[src/rtl/tlul_traffic_gen.sv]
// TL-UL traffic generator: streams PutFullData and/or Get requests with a bounded
// number of outstanding requests and scores the responses, optionally comparing read-back data.
`timescale 1ns/1ps
module tlul_traffic_gen #(
    parameter int ADDR_WIDTH = 32,
    parameter int DATA_WIDTH = 32,
    parameter int SRC_WIDTH  = 2,
    parameter int MAX_OUT    = 4,
    parameter int CNT_WIDTH  = 16
) (
    input  logic                    clk_100,
    input  logic                    reset_n,
    input  logic                    start,
    input  logic [1:0]              cfg_mode,
    input  logic [ADDR_WIDTH-1:0]   cfg_base,
    input  logic [CNT_WIDTH-1:0]    cfg_num,
    input  logic [DATA_WIDTH-1:0]   cfg_seed,
    output logic                    a_valid,
    input  logic                    a_ready,
    output logic [2:0]              a_opcode,
    output logic [2:0]              a_param,
    output logic [2:0]              a_size,
    output logic [SRC_WIDTH-1:0]    a_source,
    output logic [ADDR_WIDTH-1:0]   a_address,
    output logic [DATA_WIDTH/8-1:0] a_mask,
    output logic [DATA_WIDTH-1:0]   a_data,
    input  logic                    d_valid,
    output logic                    d_ready,
    input  logic [2:0]              d_opcode,
    input  logic [SRC_WIDTH-1:0]    d_source,
    input  logic [DATA_WIDTH-1:0]   d_data,
    input  logic                    d_error,
    output logic                    busy,
    output logic                    done,
    output logic [7:0]              err_count,
    output logic [CNT_WIDTH-1:0]    issued
);
    localparam int MASK_WIDTH = DATA_WIDTH / 8;
    localparam int SIZE_LOG2  = $clog2(MASK_WIDTH);
    localparam int IDX_W      = (MAX_OUT > 1) ? $clog2(MAX_OUT) : 1;
    localparam int OUT_W      = $clog2(MAX_OUT) + 1;

    localparam logic [2:0] OP_PUT  = 3'd0;
    localparam logic [2:0] OP_GET  = 3'd4;
    localparam logic [2:0] OP_ACK  = 3'd0;
    localparam logic [2:0] OP_ACKD = 3'd1;

    typedef enum logic [2:0] {
        ST_IDLE,
        ST_WR,
        ST_WR_DRAIN,
        ST_RD,
        ST_RD_DRAIN,
        ST_FIN
    } state_t;

    state_t                state_q;
    logic [1:0]            mode_q;
    logic [ADDR_WIDTH-1:0] base_q;
    logic [CNT_WIDTH-1:0]  num_q;
    logic [CNT_WIDTH-1:0]  idx_q;
    logic [CNT_WIDTH-1:0]  issued_q;
    logic [DATA_WIDTH-1:0] seed_q;
    logic [OUT_W-1:0]      out_q;
    logic [OUT_W-1:0]      out_d;
    logic [7:0]            err_q;
    logic [7:0]            err_d;
    logic                  done_q;

    logic [DATA_WIDTH-1:0] exp_mem [MAX_OUT];

    logic                  issue_phase;
    logic                  a_fire;
    logic                  d_fire;
    logic                  rsp_bad;
    logic [IDX_W-1:0]      src_idx;
    logic [ADDR_WIDTH-1:0] req_addr;
    logic [DATA_WIDTH-1:0] req_data;

    assign issue_phase = (state_q == ST_WR) || (state_q == ST_RD);
    assign a_valid     = issue_phase && (idx_q != num_q) && (out_q < OUT_W'(MAX_OUT));
    assign a_fire      = a_valid && a_ready;
    assign d_fire      = d_valid && d_ready;

    assign src_idx  = IDX_W'(idx_q % CNT_WIDTH'(MAX_OUT));
    assign req_addr = base_q + (ADDR_WIDTH'(idx_q) << SIZE_LOG2);
    assign req_data = seed_q + DATA_WIDTH'(idx_q);

    // Request fields only change when idx_q advances (on a fire), so they stay stable under back-pressure.
    assign a_opcode  = !a_valid ? 3'd0 : ((state_q == ST_RD) ? OP_GET : OP_PUT);
    assign a_param   = 3'd0;
    assign a_size    = a_valid ? 3'(SIZE_LOG2) : 3'd0;
    assign a_source  = a_valid ? SRC_WIDTH'(src_idx) : '0;
    assign a_address = a_valid ? req_addr : '0;
    assign a_mask    = a_valid ? '1 : '0;
    assign a_data    = a_valid ? req_data : '0;

    assign busy      = (state_q != ST_IDLE);
    assign d_ready   = busy;
    assign done      = done_q;
    assign err_count = err_q;
    assign issued    = issued_q;

    // Write and read phases never overlap: the drain states wait for every response.
    always_comb begin
        rsp_bad = d_error;
        case (state_q)
            ST_WR, ST_WR_DRAIN: begin
                if (d_opcode != OP_ACK) rsp_bad = 1'b1;
            end
            ST_RD, ST_RD_DRAIN: begin
                if (d_opcode != OP_ACKD) rsp_bad = 1'b1;
                if ((mode_q == 2'd2) && (d_data != exp_mem[d_source[IDX_W-1:0]])) rsp_bad = 1'b1;
            end
            default: rsp_bad = 1'b0;
        endcase
    end

    always_comb begin
        err_d = err_q;
        if (d_fire && rsp_bad && (err_q != 8'hFF)) err_d = err_q + 8'd1;
    end

    always_comb begin
        out_d = out_q;
        if (a_fire && !(d_fire && (out_q != '0)))      out_d = out_q + OUT_W'(1);
        else if (!a_fire && d_fire && (out_q != '0))   out_d = out_q - OUT_W'(1);
    end

    always_ff @(posedge clk_100) begin
        if (a_fire) exp_mem[src_idx] <= req_data;
    end

    always_ff @(posedge clk_100 or negedge reset_n) begin
        if (!reset_n) begin
            state_q  <= ST_IDLE;
            mode_q   <= 2'd0;
            base_q   <= '0;
            num_q    <= '0;
            seed_q   <= '0;
            idx_q    <= '0;
            issued_q <= '0;
            out_q    <= '0;
            err_q    <= '0;
            done_q   <= 1'b0;
        end else begin
            done_q <= 1'b0;
            out_q  <= out_d;
            err_q  <= err_d;
            if (a_fire) begin
                idx_q    <= idx_q + CNT_WIDTH'(1);
                issued_q <= issued_q + CNT_WIDTH'(1);
            end
            case (state_q)
                ST_IDLE: begin
                    if (start) begin
                        mode_q   <= (cfg_mode == 2'd3) ? 2'd0 : cfg_mode;
                        base_q   <= cfg_base;
                        num_q    <= cfg_num;
                        seed_q   <= cfg_seed;
                        idx_q    <= '0;
                        issued_q <= '0;
                        err_q    <= '0;
                        if (cfg_num == '0)          state_q <= ST_FIN;
                        else if (cfg_mode == 2'd1)  state_q <= ST_RD;
                        else                        state_q <= ST_WR;
                    end
                end
                ST_WR: begin
                    if (a_fire && (idx_q == num_q - CNT_WIDTH'(1))) state_q <= ST_WR_DRAIN;
                end
                ST_WR_DRAIN: begin
                    if (out_q == '0) begin
                        if (mode_q == 2'd2) begin
                            state_q <= ST_RD;
                            idx_q   <= '0;
                        end else begin
                            state_q <= ST_FIN;
                        end
                    end
                end
                ST_RD: begin
                    if (a_fire && (idx_q == num_q - CNT_WIDTH'(1))) state_q <= ST_RD_DRAIN;
                end
                ST_RD_DRAIN: begin
                    if (out_q == '0) state_q <= ST_FIN;
                end
                ST_FIN: begin
                    done_q  <= 1'b1;
                    state_q <= ST_IDLE;
                end
                default: state_q <= ST_IDLE;
            endcase
        end
    end
endmodule

[config.mk]
export PLATFORM = sky130hd
export DESIGN_NAME = tlul_traffic_gen
export DESIGN_NICKNAME = d
export VERILOG_FILES = /design/src/rtl/tlul_traffic_gen.sv
export SDC_FILE = /design/constraint.sdc
export NUM_CORES = 1
export LEC_CHECK = 0
export ABC_AREA = 1
export CAP_MARGIN = 30
export CORE_ASPECT_RATIO = 0.75
export CORE_MARGIN = 8
export CORE_UTILIZATION = 45
export DETAILED_ROUTE_END_ITERATION = 6
export GPL_TIMING_DRIVEN = 1
export PLACE_DENSITY_LB_ADDON = 0.05
export SLEW_MARGIN = 25
export SYNTH_ARGS = -nofsm -noshare
export SYNTH_HDL_FRONTEND = slang
export SYNTH_SLANG_ARGS = --single-unit
[constraint.sdc]
create_clock -name clk_100 -period 4.24 [get_ports clk_100]
set_input_delay 0.848 -clock clk_100 [delete_from_list [all_inputs] [get_ports clk_100]]
set_output_delay 0.848 -clock clk_100 [all_outputs]
set_load 0.05 [all_outputs]
Word-level counts from Yosys, hierarchy flattened
Memories as Yosys holds them, arrays and structs flattened.
Cells that the tools add are included.
- flip-flop bits (word level): 129
- bits in writable memories: 128
- input bits: 125
- output and inout bits: 107
- word-level logic and storage cells: 101
- memories kept: 1
- memory list (name ; depth ; bits a word ; rd ports ; clocked after memory_dff ; write ports ; line ; RTL):
    exp_mem ; 4 ; 32 ; 1 ; 0 ; 1 ; 70 ; logic [DATA_WIDTH-1:0] exp_mem [MAX_OUT];
- add/subtract/negate cells: 8
- magnitude comparators: 1
- equality and inequality tests: 18
- mux-type cells: 37
- reduce and logical (&&, ||, !) cells: 26
- operators with widths (kind ; count):
    2-to-1 mux 16 bit ; 7
    2-to-1 mux 32 bit ; 2
    2-to-1 mux 3 bit ; 11
    adder 16 x 1 -> 16 bit (second input constant) ; 2
    adder 32 x 16 -> 32 bit ; 1
    adder 32 x 18 -> 32 bit ; 1
    inequality test 32 bit ; 1
    one-hot mux 16 bit (2 select lines) ; 1
    2-to-1 mux 8 bit ; 3
    == test 16 bit ; 1
    zero test 16 bit ; 1
    inequality test 16 bit ; 1
    subtractor 16 x 1 -> 16 bit (second input constant) ; 1
    one-hot mux 3 bit (5 select lines) ; 1
    logical AND 1 bit ; 12
    nonzero test 3 bit ; 3
    adder 8 x 1 -> 8 bit (second input constant) ; 1
    2-to-1 mux 2 bit ; 4
    inequality test 8 bit (second input constant) ; 1
    == test 3 x 2 -> 1 bit (second input constant) ; 2
    == test 3 bit (second input constant) ; 2
    zero test 3 bit ; 2
    2-to-1 mux 1 bit ; 6
    inequality test 2 bit (second input constant) ; 3
    other kinds (16) ; 20

Longest topological paths before layout
- depth in word-level cells: 10
- depth in mapped cells: 21
- depth with buffers taken out: 20

Least setup slack after synthesis
No wires, ideal clock.
- path type: register to output
- from: register idx_q[0]
- to: output port a_data[28]
- arrival time: 3.034 ns
- data required time: 3.392 ns
- path slack: 0.358 ns
- cell stages (with the launch flop): 14
- buffers on the path: 0
- path through: dfrtp_1 -> ha_1 -> fa_1 -> nand3_1 -> nand2_1 -> a21oi_1 -> o21ai_0 -> a21boi_2 -> o21ai_2 -> a21oi_1 -> nor2_1 -> nand2_1 -> nand2_1 -> a21oi_1
- longest elaborated chain between the ends: 4
- elaborated cells between the ends (all ways): 5
- those cells by class: add/sub: 1; eq/ne: 1; mux: 1; reduce/logical: 2
- ends and longest elaborated chain (what ; line ; RTL):
    start: declaration ; 61 ; logic [CNT_WIDTH-1:0] idx_q;
    start signal: assignment ; 151 ; idx_q <= idx_q + CNT_WIDTH'(1);
    parallel branches: the longest is 3 deep, another holds adder 32 x 16 -> 32 bit ; -- ;
    2-to-1 mux 32 bit * ; 96 ; assign a_data = a_valid ? req_data : '0;
    end: declaration ; 26 ; output logic [DATA_WIDTH-1:0] a_data,
Every way passes the cells marked *.

Worst setup path in the final report
- from: register idx_q[2]
- to: output port a_address[11]
- longest elaborated chain between the ends: 4
- elaborated cells between the ends (all ways): 5
- those cells by class: add/sub: 1; eq/ne: 1; mux: 1; reduce/logical: 2
- ends and longest elaborated chain (what ; line ; RTL):
    parallel branches: the longest is 3 deep, another holds adder 32 x 18 -> 32 bit ; -- ;
    2-to-1 mux 32 bit * ; 94 ; assign a_address = a_valid ? req_addr : '0;
    end: declaration ; 24 ; output logic [ADDR_WIDTH-1:0] a_address,
Marked as above.

==> impl_metrics.ini <==
[cells_and_area]
antennaDiodeCount = 0
fin_util = 0.597
area_growth_pct = 30.0
multi_input_comb_area_um2 = 6700
final_common_cell = nand2_1
layout-drive-gt1-share = 0.113
regArea_um2 = 7090
instances_no_fill = 2455
fillers = 2773
layout.nets = 2195
final_cell_mix = 593 x nand2_1, 182 x inv_1, 163 x clkdlybuf4s50_1
fin_area_um2 = 18700

[floorplan]
coreArea_um2 = 31400
dieArea_um2 = 38100
pin_count = 232
die_w_um = 223
initial_core_util = 0.459
rows = 56
die_h_um = 171

[synth]
ys_ff_latch = 257
synth-main-ff-cell = dfrtp_1
syn_inst = 1792
ys_types = 46
netlist_area_um2 = 14400
ys_seq_area_frac = 0.490
synth_warnings = 0
avgSynthCellArea_um2 = 8.05
async_flop_share = 0.502
synth-edff-count = 128

[global_routing]
grt_max_degree = 104
antenna_found_initial = 3
first_global_vias = 11926
grt_overflow_total = 0
grt_usage = 0.224
grt_first_pass_wirelength_um = 67600

[cts]
cts.sinks = 257
htreeDepth = 1
path_clk_slew_ns = 0.06
clockBufferDepth = 3
numCtsBuffers = 27
cts_hold_buf = 0
cts_tree = done
root_buffer = clkbuf_16
worstSkewPairLatency_ns = 0.56

[detailed_routing]
drt_iter0_drc = 1202
first_pass_iters = 7
detail_route.wl_per_cell_um = 18.0
drt_wl_total_um = 44100
ant_nets = 0
vias_per_cell = 5.17
drc_errors = 0
vias = 12682

[critical_path]
r2r_end = exp_mem[2][16]
arrival_ns = 3.31
critPathKind = flop to output port
crit_path_end_kind = output port
rr_startpoint = idx_q[0]
critPathLaunch = idx_q[2]
crit_fanout = 6
reg2reg_depth = 12
cp.required_ns = 3.39
reg2reg_slack_ns = 1.34
worstSetupStartpointType = flop

[timing]
timing.fmax_mhz = 241
tns_ns = 0
relSlewSlack = 0.402
rsz0062_at_grt = yes
setup_ws_ns = 0.0830
finalCritPeriodShare = 0.980
finalHoldWorstSlack_ns = 0.380
timing.final.max_slew_violations = 0
clock_skew_ns = 0.0142
setup_viol = 0
final_hold_viol_count = 0
worst_pin_slew_ns = 0.893
period_needed_ns = 4.16

[pwr]
p_leak_nw = 8.45
power_density_nw_per_um2 = 672
finalPower_mw = 12.6
ir_drop_uv = 616

[placement]
dp_hpwl_um = 32500
placed_area_um2 = 17400
post-place-ws_ns = 0.292
io_buffers = 224
place_congestion = 0.897
placed_cells = 2394

[outcome]
run_status = complete, no violations

[flow_run]
maxCapViolations = 0

[worst_hold_path]
hold_class = input port to asynchronous set/reset pin
==> flip-flops by register name, indices dropped and copies added, names as in the netlist <==
name       cells
num_q         16
exp_mem      128
base_q        32
mode_q         2
done           1
issued        16
state_q        3
seed_q        32
out_q          3
idx_q         16
err_count      8
==> metal layers <==
metal  wire length [um]  up-vias  GRT usage
met1              20900     5887      0.329
met5                 34        -          0
met3               3950       66     0.0595
met4                908        6     0.0494
li1                   -     6261          -
met2              18300      462      0.326
==> logic make-up after synthesis <==
kind of cell | share of synthesized area
simple gates | 0.281
flops | 0.490
buf+inv | 0.0737
compound gates | 0.0705
xor+xnor | 0.0462
fa+ha+maj | 0.0380
other cells | 0.000260
==> power breakdown <==
group	internal (mW)	switching, mW	leakage (nW)
combinational	2.16	4.02	5.25
clock	1.27	1.00	0.408
sequential	3.51	0.635	2.79
==> synthesized netlist by cell type, types with 4 or more instances <==
cell / n / share of area
dfrtp_1: 129 / 0.22
o21ai_0: 78 / 0.027
clkbuf_1: 22 / 0.0057
xnor2_1: 19 / 0.012
nand3_1: 133 / 0.046
nor4_1: 10 / 0.0043
xor2_1: 57 / 0.035
nor3_1: 28 / 0.0097
nand4_1: 22 / 0.0095
a31oi_1: 5 / 0.0022
o21ai_2: 4 / 0.0024
a21oi_1: 70 / 0.024
buf_2: 21 / 0.0073
edfxtp_1: 128 / 0.27
buf_4: 20 / 0.010
nand3b_1: 13 / 0.0068
inv_1: 183 / 0.048
nor3b_1: 4 / 0.0021
nor2_1: 158 / 0.041
nand2_1: 598 / 0.16
inv_2: 6 / 0.0016
ha_1: 39 / 0.034
==> repair_timing <==
action / 4_1_cts / 5_1_grt
pin swaps: 3 / 17
buffers inserted: 3 / 8
endpoints found under the setup margin: 27 / 43
resized for setup: 19 / 74
==> worst max-delay path, stage by stage, from the launching register on <==
cell             delay, ns
dfrtp_2               0.46
ha_1                  0.36
a21oi_1               0.16
nand2_1               0.13
a21oi_2               0.21
inv_1                 0.09
a21oi_1               0.24
xor2_1                0.14
nor2_1                0.12
clkdlybuf4s50_1       0.85
==> how the worst max path moves through the flow <==
| stage | endpoint | slack, ns | cells past startpoint |
|---|---|---|---|
| after detailed placement | a_data[28] | 0.29 | 14 |
| after floorplan | a_data[28] | 0.36 | 13 |
| final | a_address[11] | 0.08 | 9 |
| after global routing | a_data[28] | -0.03 | 14 |
| after global placement | a_data[28] | 0.34 | 14 |
| after CTS | a_data[29] | -0.008 | 14 |
==> final cells by class <==
class | count | share of cell area
multi-input cells | 1287 | 0.357
clock inverters | 8 | 0.00267
clock buffers | 42 | 0.0418
flip-flops and latches | 257 | 0.378
inverters | 189 | 0.0381
well taps | 406 | 0.0271
repair buffers | 266 | 0.155
(Power assumes the default switching activity.)
